==> config.mk <==
export PLATFORM = sky130hd
export DESIGN_NAME = dmux8way_rr_scheduler
export DESIGN_NICKNAME = d
export VERILOG_FILES = /design/src/rtl/dmux8way_rr_scheduler.sv
export SDC_FILE = /design/constraint.sdc
export NUM_CORES = 1
export LEC_CHECK = 0
export CORE_ASPECT_RATIO = 1.4
export CORE_MARGIN = 5
export CORE_UTILIZATION = 55
export CTS_CLUSTER_DIAMETER = 100
export DETAILED_ROUTE_END_ITERATION = 16
export PLACE_DENSITY = 0.85
export REMOVE_ABC_BUFFERS = 1
export SETUP_SLACK_MARGIN = 0.5
export SLEW_MARGIN = 10
export SYNTH_ARGS = -nofsm -noshare
export SYNTH_HDL_FRONTEND = slang
export SYNTH_SLANG_ARGS = --single-unit
==> constraint.sdc <==
create_clock -name clk -period 4.05 [get_ports clk]
set_input_delay 0.6075 -clock clk [delete_from_list [all_inputs] [get_ports clk]]
set_output_delay 0.6075 -clock clk [all_outputs]
set_load 0.05 [all_outputs]
==> src/rtl/dmux8way_rr_scheduler.sv <==
// Round-robin scheduler sharing one DMux8Way lane among 8 requesters.
// Registered one-hot grant plus 3-bit select; each tenure is capped at HOLD_MAX cycles.
module dmux8way_rr_scheduler #(
  parameter int HOLD_MAX = 4
) (
  input  logic       clk,
  input  logic       reset,
  input  logic [7:0] req,
  output logic [7:0] gnt,
  output logic [2:0] sel,
  output logic       busy,
  output logic       preempt,
  output logic       state_o
);

  // Handshake: req[i] is a level request; the lane belongs to requester i
  // from the first cycle gnt[i] is high until the cycle it drops. There is
  // no ready/ack; a requester drops req[i] to release the lane early.

  typedef enum logic [0:0] {
    IDLE  = 1'b0,
    GRANT = 1'b1
  } state_e;

  localparam logic [3:0] HOLD_LAST = 4'(HOLD_MAX - 1);

  state_e     state_q, state_d;
  logic [2:0] ptr_q, ptr_d;
  logic [3:0] hold_q, hold_d;
  logic [7:0] gnt_q, gnt_d;
  logic [2:0] sel_q, sel_d;
  logic       busy_q, busy_d;
  logic       preempt_q, preempt_d;

  logic [2:0] arb_idle;
  logic [2:0] arb_next;
  logic [2:0] sel_plus1;
  logic       req_any;
  logic       tenure_end;

  // First set bit of r scanning start, start+1, ... with 3-bit wrap.
  function automatic logic [2:0] arb(input logic [7:0] r, input logic [2:0] start);
    logic [2:0] idx;
    logic       found;
    arb   = start;
    found = 1'b0;
    for (int i = 0; i < 8; i++) begin
      idx = start + i[2:0];
      if (!found && r[idx]) begin
        arb   = idx;
        found = 1'b1;
      end
    end
  endfunction

  assign req_any    = |req;
  assign sel_plus1  = sel_q + 3'd1;
  assign arb_idle   = arb(req, ptr_q);
  assign arb_next   = arb(req, sel_plus1);
  assign tenure_end = !req[sel_q] || (hold_q == HOLD_LAST);

  always_comb begin
    state_d   = state_q;
    ptr_d     = ptr_q;
    hold_d    = hold_q;
    gnt_d     = gnt_q;
    sel_d     = sel_q;
    busy_d    = busy_q;
    preempt_d = 1'b0;
    case (state_q)
      IDLE: begin
        if (req_any) begin
          state_d = GRANT;
          sel_d   = arb_idle;
          gnt_d   = 8'd1 << arb_idle;
          busy_d  = 1'b1;
          hold_d  = 4'd0;
        end
      end
      GRANT: begin
        if (!tenure_end) begin
          hold_d = hold_q + 4'd1;
        end else begin
          ptr_d     = sel_plus1;
          preempt_d = req[sel_q];
          hold_d    = 4'd0;
          if (req_any) begin
            // Back-to-back hand-off searches from the new pointer on this edge.
            sel_d = arb_next;
            gnt_d = 8'd1 << arb_next;
          end else begin
            state_d = IDLE;
            gnt_d   = 8'd0;
            busy_d  = 1'b0;
          end
        end
      end
      default: state_d = IDLE;
    endcase
  end

  always_ff @(posedge clk) begin
    if (reset) begin
      state_q   <= IDLE;
      ptr_q     <= 3'd0;
      hold_q    <= 4'd0;
      gnt_q     <= 8'd0;
      sel_q     <= 3'd0;
      busy_q    <= 1'b0;
      preempt_q <= 1'b0;
    end else begin
      state_q   <= state_d;
      ptr_q     <= ptr_d;
      hold_q    <= hold_d;
      gnt_q     <= gnt_d;
      sel_q     <= sel_d;
      busy_q    <= busy_d;
      preempt_q <= preempt_d;
    end
  end

  assign gnt     = gnt_q;
  assign sel     = sel_q;
  assign busy    = busy_q;
  assign preempt = preempt_q;
  assign state_o = state_q;

endmodule

==> results of run 1 <==
[cell families after synthesis]
kind of cell | Yosys count
flops | 21
xor+xnor | 8
fa+ha+maj | 5
compound gates | 113
mux | 49
buf+inv | 51
simple gates | 160
[layout make-up]
class / instances / area, µm² / area share [%]
clock buffers: 3 / 41.29 / 1.051
clock inverters: 1 / 5.005 / 0.1274
repair buffers: 53 / 474.2 / 12.07
multi-input cells: 335 / 2836 / 72.22
well taps: 70 / 87.58 / 2.230
inverters: 13 / 56.30 / 1.434
flip-flops and latches: 21 / 426.7 / 10.86
[timing repair]
action / 4_1_cts / 5_1_grt
buffers inserted: 0 / 1
setup endpoints to repair: 11 / 11
hold endpoints to repair: 0 / 0
pin swaps: 0 / 5
resized for setup: 11 / 36
[final timing paths]
kind | startpoint | endpoint | slack, ns | cells after the start
max | sel[0] | gnt[5] | 0.64 | 12
min | gnt[5] | gnt[5] | 0.49 | 2
max reg2reg | sel[0] | gnt[5] | 0.64 | 12
min reg2reg | gnt[5] | gnt[5] | 0.49 | 2
[synth_stat cells (9+ instances only)]
cell type	n
buf_2	15
nor3_1	12
mux4_2	19
o21ai_0	18
nor2_1	46
inv_1	11
mux2_2	9
mux4_1	11
a31oi_1	9
nand2_1	33
clkbuf_1	18
mux2i_1	10
a21oi_1	29
dfxtp_1	21
[metal layers]
metal	vias to the layer above	GRT usage [%]	share of wire (%)
met3	49	1.486	7.4
met4	0	8.748	3.8
met5	-	0	0
li1	1609	-	-
met2	228	44.06	51
met1	1708	28.18	38
[flip-flops by register name, indices dropped and copies added, names as in the netlist]
register and count:
sel 3, hold_q 4, state_o 1, ptr_q 3
busy 1, preempt 1, gnt 8
[where the power goes]
part / leakage [nW] / internal (mW) / switching [mW] / total, mW
registers: 0.174 / 0.258 / 0.0590 / 0.317
logic: 1.24 / 1.11 / 1.34 / 2.45
clock network: 0.0255 / 0.0687 / 0.0726 / 0.141
[stage by stage]
step	power [mW]	hold slack, ns	utilization (%)	instances
2_1_floorplan	1.982	0.4520	-	369
3_3_place_gp	2.512	0.4613	62.79	491
3_5_place_dp	2.569	0.4864	62.79	491
4_1_cts	2.740	0.4972	63.83	495
5_1_grt	3.105	0.5197	66.06	496
6_report	2.911	0.4887	66.06	496
[worst max-delay path: stages (launching register included)]
cell and delay, ns:
dfxtp_4 0.38, inv_6 0.06, ha_4 0.27, buf_12 0.16, and4bb_1 0.20, or4_4 0.54
a32o_2 0.28, o211ai_2 0.21, a311oi_1 0.12, o221ai_1 0.25, nand2_1 0.11, or4_1 0.53
a31oi_1 0.18
==> impl_results.md, run 1 <==
- Status: completed
- Yosys reg bits: 21
- Fmax: 293.7 MHz
- XOR/XNOR Fraction of Synth Area: 2.918%
- Final Skew: 0.002171 ns
- RSZ-0062 raised after global routing: no
- Compound-Gate Fraction of Synth Area: 23.35%
- Max Transition Viols Final: 0
- Die area: 7850 µm²
- Most frequent cells in the layout: nor2_1, nand2_1, a21oi_1, buf_4, mux4_2
- CTS Hold Bufs: 0
- Peak supply drop: 0.5378 mV
- IO Pins: 24
- Critical Path AT: 3.59 ns
- Worst-Skew Late Latency: 0.26 ns
- Critical path peak fanout: 29
- Diodes inserted: 0
- Initial Utilization: 56.97%
- Synthesized area: 3387 µm²
- Number of flops mapped to enable cells by yosys: 0
- Filler Cell Count: 482
- Place WS: 0.05822 ns
- Routed Wire Length: 9.566 mm
- Layout cells sized above 1: 24.65%
- Std cell rows: 33
- Clock period minus worst slack: 3.405 ns
- Final setup margin: 0.6448 ns
- WL/cell: 19.29 µm
- Post-synth top area share: 12.63%
- Gr usage total: 23.46%
- Maxcap violations: 0
- Cells after Synth: 407
- Initial DRC Count: 301
- Post-route ant nets: 0
- Worst-path clk slew: 0.08 ns
- Clk sinks: 21
- Main synth FF type: dfxtp_1
- Area Overhead vs Synth: 15.96%
- Fin. Hold Viols: 0
- CTS tree: yes
- Via density: 7.246
- Worst min path class: reg -> reg
- Longest Clk Path Bufs: 2
- Total Nets Final: 442
- Total negative setup slack: 0 ns
- Async S/R FF share, synth: 0%
- Warning count from the yosys run: 0
- Core Footprint: 5946 µm²
- P per Cell Area: 741.1 nW/µm²
- Global-route wire length before repair: 15.59 mm
- Tightest Pin Transition: 0.6751 ns
- Dpl hpwl: 7.105 mm
- Initial antenna violation count: 0
- Area contributors post-synth: mux4_2, dfxtp_1, mux4_1
- CP endpoint kind: flip-flop
- Synth Area in Adders: 1.847%
- Worst setup SP type: flip-flop
- Setup CP Type: reg -> reg
- Cell area after placement: 3734 µm²
- GP Congestion: 0.9261
- Largest family of logic cells by synthesized area: multiplexers
- Mux cell area share after synthesis: 27.11%
- # setup viols final: 0
- CP required: 4.24 ns
- Syn Area/Cell: 8.322 µm²
- # port buffers: 23
- Yosys cell types: 79
- Seq/Total Area, Yosys: 12.41%
- Simple-Gate Fraction of Synth Area: 25.34%
- Slew HR: 54.93%
- Synth area leader: mux4_2
- Final period util: 84.08%
- Die height: 102.9 µm
- P_leak: 1.437 nW
- TritonRoute pass-1 iters: 5
- TritonCTS buffer count: 3
- Vias in the first global route: 3375
- Grt ovf: 0
- Most common cell after layout, fill and taps aside: nor2_1
- Root Driver: clkbuf_8
- Fin area: 3928 µm²
- DRC viols: 0
- Width of the die: 76.32 µm
- CTS H-tree lvls: 1
- Via count: 3594
- Largest net degree at the start of global routing: 32
Power figures use the tool's default switching activity.
==> inputs of run 2 (changes only) <==
- CORE_UTILIZATION: 55 -> 61
- PLACE_DENSITY: 0.85 -> 0.89
- clock period: 4.05 -> 3.2 ns (I/O delays scaled with it)
==> run 2 against run 1 <==
Effect of this change: the run now fails in global routing; synthesized cell count unchanged; synthesized area unchanged.
==> impl_results.md, run 2 <==
- Seq/Total Area, Yosys: 12.41% (unchanged)
- Worst EP post-GRT repair: sel[2]$_SDFFE_PP0P_/D
- Worst endpoint type: sequential cell input
- Yosys reg bits: 21 (unchanged)
- Yosys cell types: 79 (unchanged)
- Initial Utilization: 62.20% (+5.2 points)
- Main synth FF type: dfxtp_1
- Status: aborted with a tool error
- Clk sinks: 21 (unchanged)
- Count leader, synth: nor2_1
- Warning count from the yosys run: 0 (unchanged)
- # port buffers: 23 (unchanged)
- Std cell rows: 32 (-3.0%)
- Number of flops mapped to enable cells by yosys: 0 (unchanged)
- CTS Hold Bufs: 0 (unchanged)
- Largest net degree at the start of global routing: 18
- Grt ovf: 70
- TritonCTS buffer count: 3 (unchanged)
- IO Pins: 24 (unchanged)
- Die height: 98.17 µm (-4.6%)
- Dpl hpwl: 8.758 mm (+23%)
- CTS H-tree lvls: 1 (unchanged)
- Synth top cells by count: nor2_1, nand2_1, a21oi_1
- Synthesized area: 3387 µm² (unchanged)
- Failing step: global routing
- Async S/R FF share, synth: 0% (unchanged)
- Root Driver: clkbuf_8
- GP Congestion: 1.021 (+10%)
- Error: [ERROR GRT-0232] Routing congestion too high. Check the congestion heatmap in the GUI.
- Area contributors post-synth: mux4_2, dfxtp_1, mux4_1
- Post-synth top area share: 12.63% (unchanged)
- Synth area leader: mux4_2
- Longest Clk Path Bufs: 2 (unchanged)
- Gr usage total: 70.42%
- Cells after Synth: 407 (unchanged)
- Width of the die: 72.98 µm (-4.4%)
- Syn Area/Cell: 8.322 µm² (unchanged)
- Placed cells: 559 (+14%)
-- run 2: kinds of logic after synthesis --
logic type                 synth area share [%]
and+or+nand+nor                           25.34
AOI/OAI and AO/OA                         23.35
buffers and inverters                     7.019
muxes                                     27.12
DFF                                       12.41
xor gates and xnor gates                  2.919
adders and majority gates                 1.847
-- run 2: metrics by stage --
step	worst slack [ns]	instance area (µm²)	TNS, ns	hold slack, ns	util (%)
after floorplan	-1.699	3198	-16.81	0.4520	-
after global placement	-0.3589	4269	-3.259	0.4629	78.40
after detailed placement	-0.5681	4269	-4.784	0.4788	78.40
after CTS	-0.05687	4723	-0.1591	0.4902	86.74
-- run 2: timing repair --
| item | 4_1_cts |
|---|---|
| buffers inserted | 19 |
| gates resized for setup | 67 |
| setup endpoints to repair | 11 |
| gates cloned | 2 |
| pin swaps | 34 |
-- run 2: per-layer routing --
metal,track usage [%],overflow
met3,49.43,4
met1,71.92,1
met2,87.62,32
met4,74.43,33
met5,0,0
==> inputs of run 3 (changes only) <==
- CORE_ASPECT_RATIO: 1.4 -> default
- CORE_UTILIZATION: 61 -> 40
- CTS_CLUSTER_DIAMETER: 100 -> default
- PLACE_DENSITY: 0.89 -> default
- PLACE_DENSITY_LB_ADDON: default -> 0.15
- SETUP_SLACK_MARGIN: 0.5 -> default
==> run 3 against run 2 <==
Effect of this change: the flow now finishes, with violations (setup timing).
==> impl_results.md, run 3 (synthesis results as in run 1) <==
- Status: finished with violations
- Failing checks: setup timing
- P per Cell Area: 1015 nW/µm²
- Max reg flops: 8
- # port buffers: 23 (unchanged)
- CP required: 3.39 ns
- Initial DRC Count: 280
- Tightest Pin Transition: 0.5795 ns
- P_leak: 2.016 nW
- Crit-path slowest cell: or4_1
- Critical Path AT: 3.44 ns
- TritonRoute pass-1 iters: 5
- Vias in the first global route: 3639
- Hold_sp: gnt[2]
- CP endpoint kind: flip-flop
- Slew HR: 61.24%
- Die area: 10410 µm²
- Worst hold slack: 0.4895 ns
- WL/cell: 18.44 µm
- CTS Hold Bufs: 0 (unchanged)
- Logic pwr share: 89.4%
- Setup CP Type: reg -> reg
- Fin area: 5150 µm²
- Clock period minus worst slack: 3.256 ns
- Flop pwr share: 7.2%
- Die height: 102.0 µm (+3.9%)
- Global-route wire length before repair: 18.42 mm
- Via count: 3845
- Max Transition Viols Final: 0
- Longest Clk Path Bufs: 2 (unchanged)
- Place WS: -0.4780 ns (+0.09003 ns)
- Worst setup SP type: flip-flop
- Area Overhead vs Synth: 52.05%
- IO Pins: 24 (unchanged)
- Critical path peak fanout: 9
- CTS H-tree lvls: 1 (unchanged)
- CTS tree: yes
- RSZ-0062 raised after global routing: yes
- DRC viols: 0
- Initial Utilization: 41.22% (-21 points)
- Std cell rows: 33 (+3.1%)
- Gr usage total: 21.54%
- Fin. Hold Viols: 0
- Final period util: 101.7%
- Cell-internal power: 2.815 mW
- Total Nets Final: 550
- Layout cells sized above 1: 48.50%
- Initial antenna violation count: 0
- Cell area after placement: 4443 µm² (+4.1%)
- Filler Cell Count: 669
- Maxcap violations: 0
- Root Driver: clkbuf_8
- Crit path launch: sel[0]
- Grt ovf: 0
- Clk sinks: 21 (unchanged)
- Final setup margin: -0.05558 ns
- Fmax: 307.2 MHz
- Peak supply drop: 0.4376 mV
- Core Footprint: 8217 µm²
- Worst-Skew Late Latency: 0.27 ns
- Crit path cell chain: inv_2 -> ha_4 -> buf_12 -> and4bb_2 -> or4_4 -> a32o_2 -> o211ai_2 -> a311oi_2 -> o221ai_2 -> nand2_2 -> or4_1 -> a31oi_1
- TritonCTS buffer count: 3 (unchanged)
- # setup viols final: 3
- Reg-to-Reg Start: sel[0]
- Total negative setup slack: -0.1029 ns
- Largest net degree at the start of global routing: 17
- Dpl hpwl: 8.436 mm (-3.7%)
- Most common cell after layout, fill and taps aside: buf_4
- Diodes inserted: 0
- Via density: 6.017
- Power share of the clock group: 3.4%
- Sw power: 2.413 mW
- Worst path max stage delay: 0.50 ns
- Post-route ant nets: 0
- Final Skew: 0.001228 ns
- Routed Wire Length: 11.78 mm
- Worst-path clk slew: 0.08 ns
- Final Core Density: 62.68%
- GP Congestion: 0.9144 (-10%)
- Switching share of total power: 46.15%
- Width of the die: 102.0 µm (+40%)
- Worst min path class: reg -> reg
- Most frequent cells in the layout: buf_4, nor2_1, nand2_1, a21oi_1, mux4_2
-- run 3: power by group through the flow --
stage                     combinational, mW  clock (mW)  sequential [mW]
after floorplan                        1.92           0            0.585
after global placement                 3.55           0            0.370
after detailed placement               3.58           0            0.371
after CTS                              4.02       0.179            0.375
after global routing                   4.94       0.192            0.385
final                                  4.67       0.180            0.376
-- run 3: timing repair --
action | in CTS | in global routing
buffers inserted | 12 | 10
endpoints found under the setup margin | 11 | 11
pin swaps | 24 | 41
resized for setup | 50 | 68
cloned | 1 | 1
-- run 3: through the flow --
step	total power, mW	instances
2_1_floorplan	2.508	369
3_3_place_gp	3.923	613
5_1_grt	5.520	639
3_5_place_dp	3.948	613
4_1_cts	4.575	630
6_report	5.228	639
-- run 3: final timing paths --
check                 to  cells past startpoint  slack (ns)
setup / recovery  gnt[5]                     12       -0.06
hold reg to reg   gnt[2]                      2        0.49
hold / removal    gnt[2]                      2        0.49
setup reg to reg  gnt[5]                     12       -0.06
-- run 3: per-layer routing --
metal | GRT usage (%) | routed length [µm] | up-vias
met5 | 0 | 0 | -
met4 | 3.935 | 172 | 0
met3 | 0.6143 | 426 | 16
met2 | 36.23 | 5830 | 124
met1 | 31.29 | 5353 | 1880
li1 | - | - | 1825
-- run 3: layout make-up --
cell class / count / area, µm² / share of cell area [%]
clock inverters: 1 / 5.005 / 0.09718
clock buffers: 3 / 41.29 / 0.8017
inverters: 13 / 48.80 / 0.9475
repair buffers: 161 / 1355 / 26.31
well taps: 105 / 131.4 / 2.551
flip-flops and latches: 21 / 425.4 / 8.260
multi-input cells: 335 / 3143 / 61.03
-- run 3: worst max-delay path: cells and delay by family, from the launching register on --
family	cells	cell delay [ns]
fa+ha+maj	1	0.27
compound gates	5	1.06
flops	1	0.34
buf+inv	2	0.20
simple gates	4	1.29
==> inputs of run 4 (changes only) <==
- CTS_CLUSTER_SIZE: default -> 12
==> results of run 4 <==
Same layout as run 3: the final DEF is identical, and so are final timing and power.
==> RTL change 1: new RTL, config.mk and constraints of run 1 <==
`hold_q` no longer has a reset.
--- a/src/rtl/dmux8way_rr_scheduler.sv
+++ b/src/rtl/dmux8way_rr_scheduler.sv
@@ -105,3 +105,2 @@
       ptr_q     <= 3'd0;
-      hold_q    <= 4'd0;
       gnt_q     <= 8'd0;
@@ -113,3 +112,2 @@
       ptr_q     <= ptr_d;
-      hold_q    <= hold_d;
       gnt_q     <= gnt_d;
@@ -119,2 +117,6 @@
     end
+  end
+
+  always_ff @(posedge clk) begin
+    hold_q <= hold_d;
   end
Function: same outputs for any inputs over 10 cycles, from zero or initial values and one cycle with reset high; that may be too few to reach the edited logic, so the function may still have changed.
==> RTL change 1 against run 1 <==
  * Routed wire length rose by 9.4%
  * Non-clock buffer count grew 24
  * Critical path depth shrank 1
  * Total power rose by 23%
  * Synthesized area fell by 8.9%
  * Worst setup slack got worse by 0.26 ns
  * Final area is 2.6% higher
  * Largest cell class unchanged
  * Sequential cell count did not move
  * Critical endpoint unchanged
==> RTL change 1: results (changes against run 1) <==
metric;value;unit;change
post-cts resize count;21;;+10
commonest cells in the netlist;43 x nor2_1, 25 x mux4_2, 22 x mux2i_1;;
DP HPWL;6332;microns;-11%
worst vdd ir;0.5234;mV;-2.7%
register area share after synthesis;14.92;%;+2.5 points
drt via density;7.406;;+2.2%
final worst slack;0.3881;ns;-0.2567 ns
WL met1;3663;microns;+1.6%
Post-DP Area;0.003483;sq mm;-6.7%
status;finished, final reports clean;;
mux cell area share after synthesis;29.16;%;+2.0 points
vias in the first global route;2971;;-12%
worst-case reg-to-reg path depth;15;;+3
Static Leak;1.488;nW;+3.5%
Post-CTS Setup Inserts;9;;+9
share of cells above drive strength 1;35.48;%;+11 points
final non-filler cell total;471;;-5.0%
Synth Area in Compound Gates;20.56;%;-2.8 points
r2r setup slk;0.44;ns;-0.20 ns
RePlAce Congestion;1.026;;+11%
worst r2r dst;gnt[1]$_SDFFE_PP0P_;;
Met3 Wirelength;951;microns;+35%
HP Start;gnt[3]$_SDFFE_PP0P_;;
drt wl/cell;22.21;microns;+15%
Layout Nets;421;;-4.8%
GR Util met3;1.020;%;-0.47 points
CP Launch Point;req[3];;
length of routed met2 wiring;5253;microns;+7.4%
GRT Total Usage;23.96;%;+0.51 points
Distinct cells, synth;70;;-11%
first-pass GRT wire length;14120;microns;-9.4%
Worst EP arrival;3.83;ns;+0.24 ns
Post-Place Setup Slack;0.06104;ns;+0.002822 ns
end point of the worst hold path;gnt[3]$_SDFFE_PP0P_;;
largest net degree at the start of global routing;20;;-38%
CP max FO;10;;-66%
Worst Tran Pin Value;0.6929;ns;+0.01777 ns
Post-Synthesis Cells;352;;-14%
clock skew;0.003912;ns;+0.001741 ns
met1 usage;29.13;%;+0.95 points
worst hold slack;0.4991;ns;+0.01045 ns
synth top area cells;mux4_2 18%, dfxtp_1 11%, mux2i_1 7.1%;;
Post-synth EDFFs;4;;+4
synthesized-area fraction occupied by xor and xnor cells;4.582;%;+1.7 points
grt met2 use;42.66;%;-1.4 points
placed cells;441;;-10%
==> RTL change 1: changes by cell type after synthesis, moves of 10 or more <==
cell	run 1	this run
a21oi_1	29	12
mux2i_1	10	22
mux4_1	11	0
nand2_1	33	13
nor4_1	3	13
==> RTL change 1: layout make-up <==
class / count / area, sq um
clock inverters: 1 / 5.005
multi-input cells: 287 / 2739
repair buffers: 77 / 644.4
inverters: 14 / 52.55
flip-flops and latches: 21 / 464.2
clock buffers: 3 / 41.29
well taps: 68 / 85.08
fillers: 358 / 1454
==> RTL change 1: worst max-delay path, cell delays in order <==
cell and delay (ns):
dlygate4sd2_1 0.33, buf_4 0.21, mux4_2 0.52, or2_2 0.32, o21bai_1 0.22, a2111oi_0 0.53, o21ai_0 0.23, o31ai_2 0.18
and3_1 0.28, a32oi_1 0.10, a211oi_1 0.29
==> RTL change 1: where the power goes <==
group	internal (mW)	switching, mW
sequential	0.276	0.0689
clock	0.0687	0.0722
combinational	1.38	1.70
==> RTL change 2: new RTL, config.mk and constraints of run 1 <==
Made on the original files. Make the reset (`reset`) asynchronous in one clocked block.
--- a/src/rtl/dmux8way_rr_scheduler.sv
+++ b/src/rtl/dmux8way_rr_scheduler.sv
@@ -101,3 +101,3 @@
 
-  always_ff @(posedge clk) begin
+  always_ff @(posedge clk or posedge reset) begin
     if (reset) begin
Check against the original RTL: differs if reset is asserted again (counterexample within 4 cycles, from zero or initial values and one cycle with reset high); with reset held inactive, the same outputs for 10 cycles.
==> RTL change 2 against run 1 <==
  * Via count decreased by 15%
  * Synthesized area down 6.8%
  * Sequential cell count did not move
  * Count of clock-buffer cells in the layout increased by 1
  * Final area fell by 9.9%
  * Routed wire length is 14% lower
  * Worst setup slack worse by 0.029 ns
  * Hold slack better by 0.011 ns
  * Critical path type is now in -> reg
Power is not shown: default switching activity piles up to over one toggle a cycle in this logic, so the estimate is an artifact.
==> RTL change 2: results (changes against run 1) <==
metric;value;unit;change
first-pass GRT wire length;13430;microns;-14%
Worst R2R Start;sel[0]$_DFFE_PP0P_;;
worst hold path class;reg -> reg;;
CP max FO;12;;-59%
status;finished, final reports clean;;
largest net degree at the start of global routing;28;;-13%
r2r setup slk;0.73;ns;+0.09 ns
DP HPWL;6068;microns;-15%
Worst path max stage delay;0.59;ns;+0.05 ns
drt first-iter violations;352;;+17%
Num CTS Buffers;3;;unchanged
share of cells above drive strength 1;19.83;%;-4.8 points
vias in the first global route;2850;;-16%
Post-synth EDFFs;0;;unchanged
RePlAce Congestion;0.9859;;+6.5%
drt via density;7.053;;-2.7%
end point of the worst hold path;preempt$_DFF_PP0_;;
GRT Total Usage;22.14;%;-1.3 points
slowest CP cell;clkdlybuf4s50_1;;
post-cts resize count;0;;-11
synth top area cells;dfrtp_1 17%, mux4_2 14%, mux2i_1 4.8%;;
cell family with most CP delay;compound AO/OA/AOI/OAI gates;;
number of synthesis warnings;0;;unchanged
clock root cell;clkbuf_8;;
Worst Tran Pin Value;0.7547;ns;+0.07960 ns
Worst-path clk slew;0.07;ns;
worst r2r dst;gnt[1]$_DFFE_PP0P_;;
HP Start;hold_q[3]$_DFFE_PP0P_;;
Distinct cells, synth;78;;-1.3%
Layout Nets;379;;-14%
Worst EP arrival;3.58;ns;about the same
Synth async-reset ratio;100.0;%;+100 points
drt wl/cell;19.06;microns;-1.2%
Detailed Routing Iterations Pass 1;5;;unchanged
clock skew;0.002181;ns;+0.00001033 ns
register area share after synthesis;16.64;%;+4.2 points
fill count;471;;-2.3%
main flop type after synthesis;dfrtp_1;;
commonest cells in the netlist;29 x nand2_1, 29 x nor2_1, 21 x dfrtp_1;;
WHS Path Cells;1;;-1
worst-case reg-to-reg path depth;10;;-2
Port Buf Inserts;23;;unchanged
RTL change 2: through the flow:
stage               instance area [sq um]  cells  setup slack, ns  hold WS, ns  util [%]
finish                               3537    431           0.6154       0.5001     63.56
global route                         3537    431           0.5080       0.5395     63.56
CTS                                  3476    431           0.5247       0.5006     62.46
detailed placement                   3431    427           0.2541       0.4869     61.65
global placement                     3431    427           0.2947       0.4810     61.65
floorplan                            2988    319          -0.3292       0.4497         -
RTL change 2: cell families (layout without fill, tap and decap cells):
family | count (synthesis) | in the layout | share of synthesized area (%)
XOR/XNOR | 14 | 14 | 5.032
buffers and inverters | 39 | 56 | 6.814
AO/OA/AOI/OAI | 99 | 99 | 24.25
flip-flops | 21 | 21 | 16.64
AND/OR/NAND/NOR | 120 | 120 | 20.21
adder cells (fa/ha/maj) | 5 | 5 | 1.981
multiplexers | 48 | 48 | 25.08
RTL change 2: area by class of cell:
type | instances | share of cell area [%]
repair buffers | 40 | 10.65
inverters | 12 | 1.273
flip-flops and latches | 21 | 14.86
multi-input cells | 286 | 69.54
well taps | 68 | 2.405
clock buffers | 4 | 1.273
RTL change 2: routing by layer:
layer	track usage [%]	up-vias	routed length (microns)
met4	8.926	0	303
met2	37.77	144	4301
met3	1.517	31	427
met5	0	-	0
met1	28.48	1475	3184
li1	-	1390	-
RTL change 2: worst max-delay path by stage:
stage,slack (ns),depth (start not counted),end,start
floorplan,-0.33,10,sel[1]$_DFFE_PP0P_,sel[0]$_DFFE_PP0P_
finish,0.62,9,gnt[7]$_DFFE_PP0P_,req[5]
detailed placement,0.25,9,gnt[7]$_DFFE_PP0P_,req[1]
global placement,0.29,9,gnt[7]$_DFFE_PP0P_,req[1]
global route,0.51,9,gnt[7]$_DFFE_PP0P_,req[5]
CTS,0.52,9,gnt[7]$_DFFE_PP0P_,req[1]
